==> src/rtl/uart_tx_sched.sv <==
// rtl/uart_tx_sched.sv - UART init sequencer plus round-robin THR scheduler gated by LSR.THRE credits
module uart_tx_sched #(
    parameter int          N_REQ    = 4,
    parameter logic [15:0] DIVISOR  = 16'd27,
    parameter logic [7:0]  LCR_VAL  = 8'h03,
    parameter int          TX_BURST = 16
) (
    input  logic               clk,
    input  logic               rst,
    input  logic [N_REQ-1:0]   req_valid,
    input  logic [8*N_REQ-1:0] req_data,
    output logic [N_REQ-1:0]   req_ready,
    input  logic               cfg_restart,
    output logic               m_awvalid,
    output logic               m_wvalid,
    output logic               m_bready,
    output logic               m_arvalid,
    output logic               m_rready,
    output logic [2:0]         m_awaddr,
    output logic [7:0]         m_wdata,
    output logic [2:0]         m_araddr,
    input  logic               m_awready,
    input  logic               m_wready,
    input  logic               m_bvalid,
    input  logic               m_arready,
    input  logic               m_rvalid,
    input  logic [1:0]         m_bresp,
    input  logic [1:0]         m_rresp,
    input  logic [7:0]         m_rdata,
    output logic               init_done,
    output logic               busy,
    output logic               err
);

    localparam int PW = (N_REQ > 1) ? $clog2(N_REQ) : 1;
    localparam int CW = $clog2(TX_BURST + 1);

    typedef enum logic [2:0] {INIT_WR, IDLE, POLL_AR, POLL_R, TX_WR} state_t;

    state_t          state;
    logic [2:0]      step;
    logic            started;
    logic            wr_act;
    logic            restart_pend;
    logic [CW-1:0]   credits;
    logic [PW-1:0]   rr_ptr;

    logic [2:0]      init_addr;
    logic [7:0]      init_data;
    logic            gnt_found;
    logic [PW-1:0]   gnt_idx;
    logic [PW-1:0]   rr_next;
    logic [7:0]      gnt_data;

    // only LSR.THRE matters to the scheduler
    logic unused_rdata;
    assign unused_rdata = ^{m_rdata[7:6], m_rdata[4:0]};

    function automatic logic [PW-1:0] wrap_add(input logic [PW-1:0] base, input int k);
        int s;
        s = int'(base) + k;
        if (s >= N_REQ) s = s - N_REQ;
        return PW'(s);
    endfunction

    // UART init program: DLAB on, divisor low/high, final LCR, FIFO enable+clear, IER off
    always_comb begin
        init_addr = 3'd0;
        init_data = 8'h00;
        case (step)
            3'd0: begin init_addr = 3'd3; init_data = 8'h80;          end
            3'd1: begin init_addr = 3'd0; init_data = DIVISOR[7:0];   end
            3'd2: begin init_addr = 3'd1; init_data = DIVISOR[15:8];  end
            3'd3: begin init_addr = 3'd3; init_data = LCR_VAL;        end
            3'd4: begin init_addr = 3'd2; init_data = 8'h07;          end
            default: begin init_addr = 3'd1; init_data = 8'h00;       end
        endcase
    end

    // round-robin search starting at rr_ptr, wrapping at N_REQ
    always_comb begin
        gnt_found = 1'b0;
        gnt_idx   = '0;
        for (int k = 0; k < N_REQ; k++) begin
            if (!gnt_found && req_valid[wrap_add(rr_ptr, k)]) begin
                gnt_found = 1'b1;
                gnt_idx   = wrap_add(rr_ptr, k);
            end
        end
        rr_next  = (gnt_idx == PW'(N_REQ - 1)) ? '0 : gnt_idx + PW'(1);
        gnt_data = req_data[{gnt_idx, 3'b000} +: 8];
    end

    // main sequencer: init writes, THRE polling, granted THR writes; all outputs registered
    always_ff @(posedge clk) begin
        if (rst) begin
            state        <= INIT_WR;
            step         <= 3'd0;
            started      <= 1'b0;
            wr_act       <= 1'b0;
            restart_pend <= 1'b0;
            credits      <= '0;
            rr_ptr       <= '0;
            req_ready    <= '0;
            m_awvalid    <= 1'b0;
            m_wvalid     <= 1'b0;
            m_bready     <= 1'b0;
            m_arvalid    <= 1'b0;
            m_rready     <= 1'b0;
            m_awaddr     <= 3'd0;
            m_wdata      <= 8'h00;
            m_araddr     <= 3'd0;
            init_done    <= 1'b0;
            busy         <= 1'b0;
            err          <= 1'b0;
        end else begin
            req_ready <= '0;
            if (cfg_restart && state != IDLE) restart_pend <= 1'b1;

            case (state)
                INIT_WR, TX_WR: begin
                    if (!started) begin
                        // keeps outputs quiet for one more cycle after reset
                        started <= 1'b1;
                    end else if (!wr_act) begin
                        m_awvalid <= 1'b1;
                        m_wvalid  <= 1'b1;
                        m_awaddr  <= init_addr;
                        m_wdata   <= init_data;
                        wr_act    <= 1'b1;
                        busy      <= 1'b1;
                    end else if (m_bready) begin
                        if (m_bvalid) begin
                            m_bready <= 1'b0;
                            wr_act   <= 1'b0;
                            if (m_bresp != 2'b00) err <= 1'b1;
                            if (state == TX_WR) begin
                                state <= IDLE;
                                busy  <= 1'b0;
                            end else if (step == 3'd5) begin
                                step      <= 3'd0;
                                init_done <= 1'b1;
                                state     <= IDLE;
                                busy      <= 1'b0;
                            end else begin
                                step <= step + 3'd1;
                            end
                        end
                    end else begin
                        if (m_awready) m_awvalid <= 1'b0;
                        if (m_wready)  m_wvalid  <= 1'b0;
                        if ((!m_awvalid || m_awready) && (!m_wvalid || m_wready))
                            m_bready <= 1'b1;
                    end
                end

                IDLE: begin
                    if (cfg_restart || restart_pend) begin
                        restart_pend <= 1'b0;
                        init_done    <= 1'b0;
                        credits      <= '0;
                        wr_act       <= 1'b0;
                        step         <= 3'd0;
                        state        <= INIT_WR;
                        busy         <= 1'b1;
                    end else if (gnt_found) begin
                        if (credits == '0) begin
                            m_arvalid <= 1'b1;
                            m_araddr  <= 3'd5;
                            state     <= POLL_AR;
                            busy      <= 1'b1;
                        end else begin
                            req_ready[gnt_idx] <= 1'b1;
                            m_wdata   <= gnt_data;
                            m_awaddr  <= 3'd0;
                            m_awvalid <= 1'b1;
                            m_wvalid  <= 1'b1;
                            wr_act    <= 1'b1;
                            credits   <= credits - CW'(1);
                            rr_ptr    <= rr_next;
                            state     <= TX_WR;
                            busy      <= 1'b1;
                        end
                    end
                end

                POLL_AR: begin
                    if (m_arready) begin
                        m_arvalid <= 1'b0;
                        m_rready  <= 1'b1;
                        state     <= POLL_R;
                    end
                end

                POLL_R: begin
                    if (m_rvalid) begin
                        m_rready <= 1'b0;
                        if (m_rresp != 2'b00) err <= 1'b1;
                        credits <= m_rdata[5] ? CW'(TX_BURST) : '0;
                        state   <= IDLE;
                        busy    <= 1'b0;
                    end
                end

                default: state <= IDLE;
            endcase
        end
    end

endmodule

==> config.mk <==
export PLATFORM = sky130hd
export DESIGN_NAME = uart_tx_sched
export DESIGN_NICKNAME = d
export VERILOG_FILES = /design/src/rtl/uart_tx_sched.sv
export SDC_FILE = /design/constraint.sdc
export NUM_CORES = 1
export LEC_CHECK = 0
export CORE_UTILIZATION = 40
export DETAILED_ROUTE_END_ITERATION = 10
export GPL_TIMING_DRIVEN = 0
export PLACE_DENSITY_LB_ADDON = 0.3
export SLEW_MARGIN = 30
export SYNTH_ARGS = -nofsm -noshare
export SYNTH_HDL_FRONTEND = slang
export SYNTH_SLANG_ARGS = --single-unit
==> constraint.sdc <==
create_clock -name clk -period 4.9 [get_ports clk]
set_input_delay 0.98 -clock clk [delete_from_list [all_inputs] [get_ports clk]]
set_output_delay 0.98 -clock clk [all_outputs]
set_load 0.01 [all_outputs]
==> results_dict.tcl, run 1 <==
set metrics [dict create \
    rsz0062_at_grt "no" \
    synth_area_leaders "dfxtp_1 35%, mux2i_1 12%, nor2_1 6.3%" \
    grt.busiest_layer "met2" \
    met3_usage_pct 6.071 \
    io_pins 82 \
    yosys.area_share.simple_pct 22.25 \
    syn-cell-area_um2 2250 \
    min-delay-start "m_rready" \
    fp.dieArea_um2 5928 \
    fin_util_pct 60.33 \
    p_total_uw 728.6 \
    hold_end "m_rready" \
    ys_warn_count 0 \
    hold_viol_final 0 \
    dpl.cell_count 408 \
    final_common_cell "clkdlybuf4s50_1" \
    layout.cells.non_filler 416 \
    synth_top_family_by_area "simple AND/OR/NAND/NOR gates" \
    grt_pass1_vias 2144 \
    synth_area_leader_cell "dfxtp_1" \
    htreeDepth 2 \
    gr-usage-met2_pct 36.16 \
    start_util_pct 42.69 \
    routed_wl_um 5945 \
    synth_edf_count 0 \
    ctsHoldBuffers 0 \
    nFillCells 491 \
    drive_gt1_share_pct 10.69 \
    die_y_um 77.00 \
    synth_xor_area_share_pct 0 \
    io_buffers 72 \
    clock_latency_ps 300 \
    synthAdderAreaFrac_pct 3.337 \
    fmax_mhz 352.5 \
    synthCells 265 \
    cap_violations 0 \
    grt_max_degree 13 \
    cts_num_sinks 39 \
    synth_mux_area_share_pct 12.07 \
    drt_iter0_markers 116 \
    ys_async_sr_fraction_pct 0 \
    cts_inserted_buffers 5 \
    avgSynthCellArea_um2 8.489 \
    cts_setup_buffers 0 \
    use_met1_pct 23.51 \
    synth_cell_types 52 \
    gp_congestion 0.8649 \
    regArea_um2 780.7 \
    track_usage_pct 20.31 \
    p_leak_uw 0.001225 \
    first_pass_iters 4 \
    cts_tree "done" \
    reg2reg_depth 8 \
    synth_compound_area_share_pct 22.02 \
    r2r_start "state[1]" \
    die_x_um 77.00 \
    final_cell_mix "72 x clkdlybuf4s50_1, 39 x dfxtp_1, 38 x nor2_1" \
    timing.final.crit_share_pct 57.90 \
    crit_path_end_kind "flip-flop" \
    whs_path_depth 1 \
    multiInputGateArea_um2 1350 \
    worstPathArrival_ps 3020 \
    reg2reg_slack_ps 2660 \
    ir_worst_vdd_mv 0.1603 \
    detailed_place_hpwl_um 4373 \
    synthFlopType "dfxtp_1" \
    timing.final.crit_period_ps 2837 \
    clock_skew_ps 10.62 \
    setup.worst_path.class "in2reg" \
    synth.ff_latch_count 39 \
    setup_tns_ps 0 \
    cts-resized-gates 0 \
    power_density_nw_per_um2 229.2 \
    drc 0 \
    slew_viol_final 0 \
    wl_per_cell_um 14.29 \
    vias 2237 \
    clk_pin_slew_ps 80 \
    worstMarginPinSlew_ps 796.0 \
    maxSlewHeadroom_pct 46.49 \
    grt_pass1_wl_um 9729 \
    nets 407 \
    cp_data_required_time_ps 5080 \
    outcome "finished clean" \
    crit_fanout 9 \
    overflow 0 \
    reg2reg_to "m_arvalid" \
    cts-root-buf "clkbuf_8" \
    setup_violations 0 \
    worstSetupStartpointType "input port" \
    areaGrowthSynthToFinish_pct 41.32 \
    detail-route-antenna-nets 0 \
    hp-class "reg2reg" \
    antenna_cells 0 \
    clockBufferDepth 2 \
    ys_seq_area_share_pct 34.71 \
    synth.top_cell.area_share_pct 34.71 \
    vias_per_cell 5.377 \
    antenna_found_initial 0 \
    rows 26 \
    core-area_um2 5270 \
]
[per-stage QoR]
step	hold WS (ps)	instance area (um2)	setup slack, ps
2_1_floorplan	463.6	2253	2382
6_report	472.1	3179	2063
3_3_place_gp	450.9	3062	1762
5_1_grt	495.9	3179	1939
4_1_cts	479.8	3179	2051
3_5_place_dp	457.1	3062	1721
[logic make-up after synthesis]
family,after synthesis
flip-flops,39
multiplexers,27
adder cells (fa/ha/maj),6
AO/OA/AOI/OAI,71
AND/OR/NAND/NOR,95
other,1
buffers and inverters,26
[worst max-delay path by stage]
stage                  from         end
2_1_floorplan   cfg_restart  m_wdata[1]
3_3_place_gp   req_valid[2]  m_wdata[0]
3_5_place_dp   req_valid[2]   rr_ptr[1]
4_1_cts        req_valid[2]   rr_ptr[1]
5_1_grt        req_valid[0]  m_wdata[5]
6_report       req_valid[2]   rr_ptr[1]
[layout make-up]
class                           instances  area share (%)
Multi-Input combinational cell        201           42.46
Sequential cell                        39           24.56
Timing Repair Buffer                   72           22.67
Tap cell                               70           2.755
Clock buffer                            6           2.597
Buffer                                 15           2.558
Inverter                               11           1.299
Clock inverter                          2           1.102
[power by group]
part	switching [uW]	internal (uW)
Combinational	49.6	67.5
Clock	119	165
Sequential	4.71	323
Total	173	556
[per-layer routing]
| layer | up-vias | wire, um |
|---|---|---|
| li1 | 1116 | - |
| met1 | 1016 | 2590 |
| met2 | 93 | 2807 |
| met3 | 12 | 472 |
| met4 | 0 | 75 |
| met5 | - | 0 |
[critical path: stages]
cell and delay, ps:
clkdlybuf4s50_1 530, or3b_2 470, o221ai_2 240, inv_2 260, ha_1 350, mux2i_1 130
nor2_1 50
[Yosys cell counts (3+ instances only)]
cell	n
a21boi_0	4
a21oi_1	22
a221o_1	4
a311oi_1	3
and2_1	5
buf_2	5
buf_4	5
clkbuf_1	5
dfxtp_1	39
ha_1	6
inv_1	10
mux2i_1	26
nand2_1	16
nand3_1	3
nor2_1	38
nor2_2	3
nor3_1	8
nor4_1	3
o21ai_0	17
or4_1	3
[state kept, by name, indices dropped and copies added (netlist names), 2 cells and up]
signal	flops
step	3
rr_ptr	2
credits	5
req_ready	4
m_awaddr	2
m_wdata	8
state	3
Note: power is estimated with default switching activity, not from simulation.
==> inputs of run 2 (changes only) <==
==> constraint.sdc (replaced) <==
create_clock -name clk -period 2.6 [get_ports clk]
set_input_delay 0.52 -clock clk [delete_from_list [all_inputs] [get_ports clk]]
set_output_delay 0.52 -clock clk [all_outputs]
set_load 0.01 [all_outputs]
==> results of run 2 <==
The final DEF is identical to that of run 1. Status: finished clean.
Main changes from that run: setup slack after placement 1721 ps -> -118.7 ps; setup slack after layout 2063 ps -> 223.1 ps; register-to-register setup slack 2660 ps -> 360 ps; total power 728.6 uW -> 1373 uW; worst IR drop on VDD 0.1603 mV -> 0.3022 mV
==> inputs of run 3 (changes only) <==
--- a/config.mk
+++ b/config.mk
@@ -5,6 +5,7 @@
 export SDC_FILE = /design/constraint.sdc
 export NUM_CORES = 1
 export LEC_CHECK = 0
+export CAP_MARGIN = 0
 export CORE_UTILIZATION = 40
 export DETAILED_ROUTE_END_ITERATION = 10
 export GPL_TIMING_DRIVEN = 0
==> results of run 3 <==
The final DEF is identical to that of run 1. Status: finished clean.
Main changes from that run: setup slack after placement 1721 ps -> -118.7 ps; setup slack after layout 2063 ps -> 223.1 ps; register-to-register setup slack 2660 ps -> 360 ps; total power 728.6 uW -> 1373 uW; worst IR drop on VDD 0.1603 mV -> 0.3022 mV
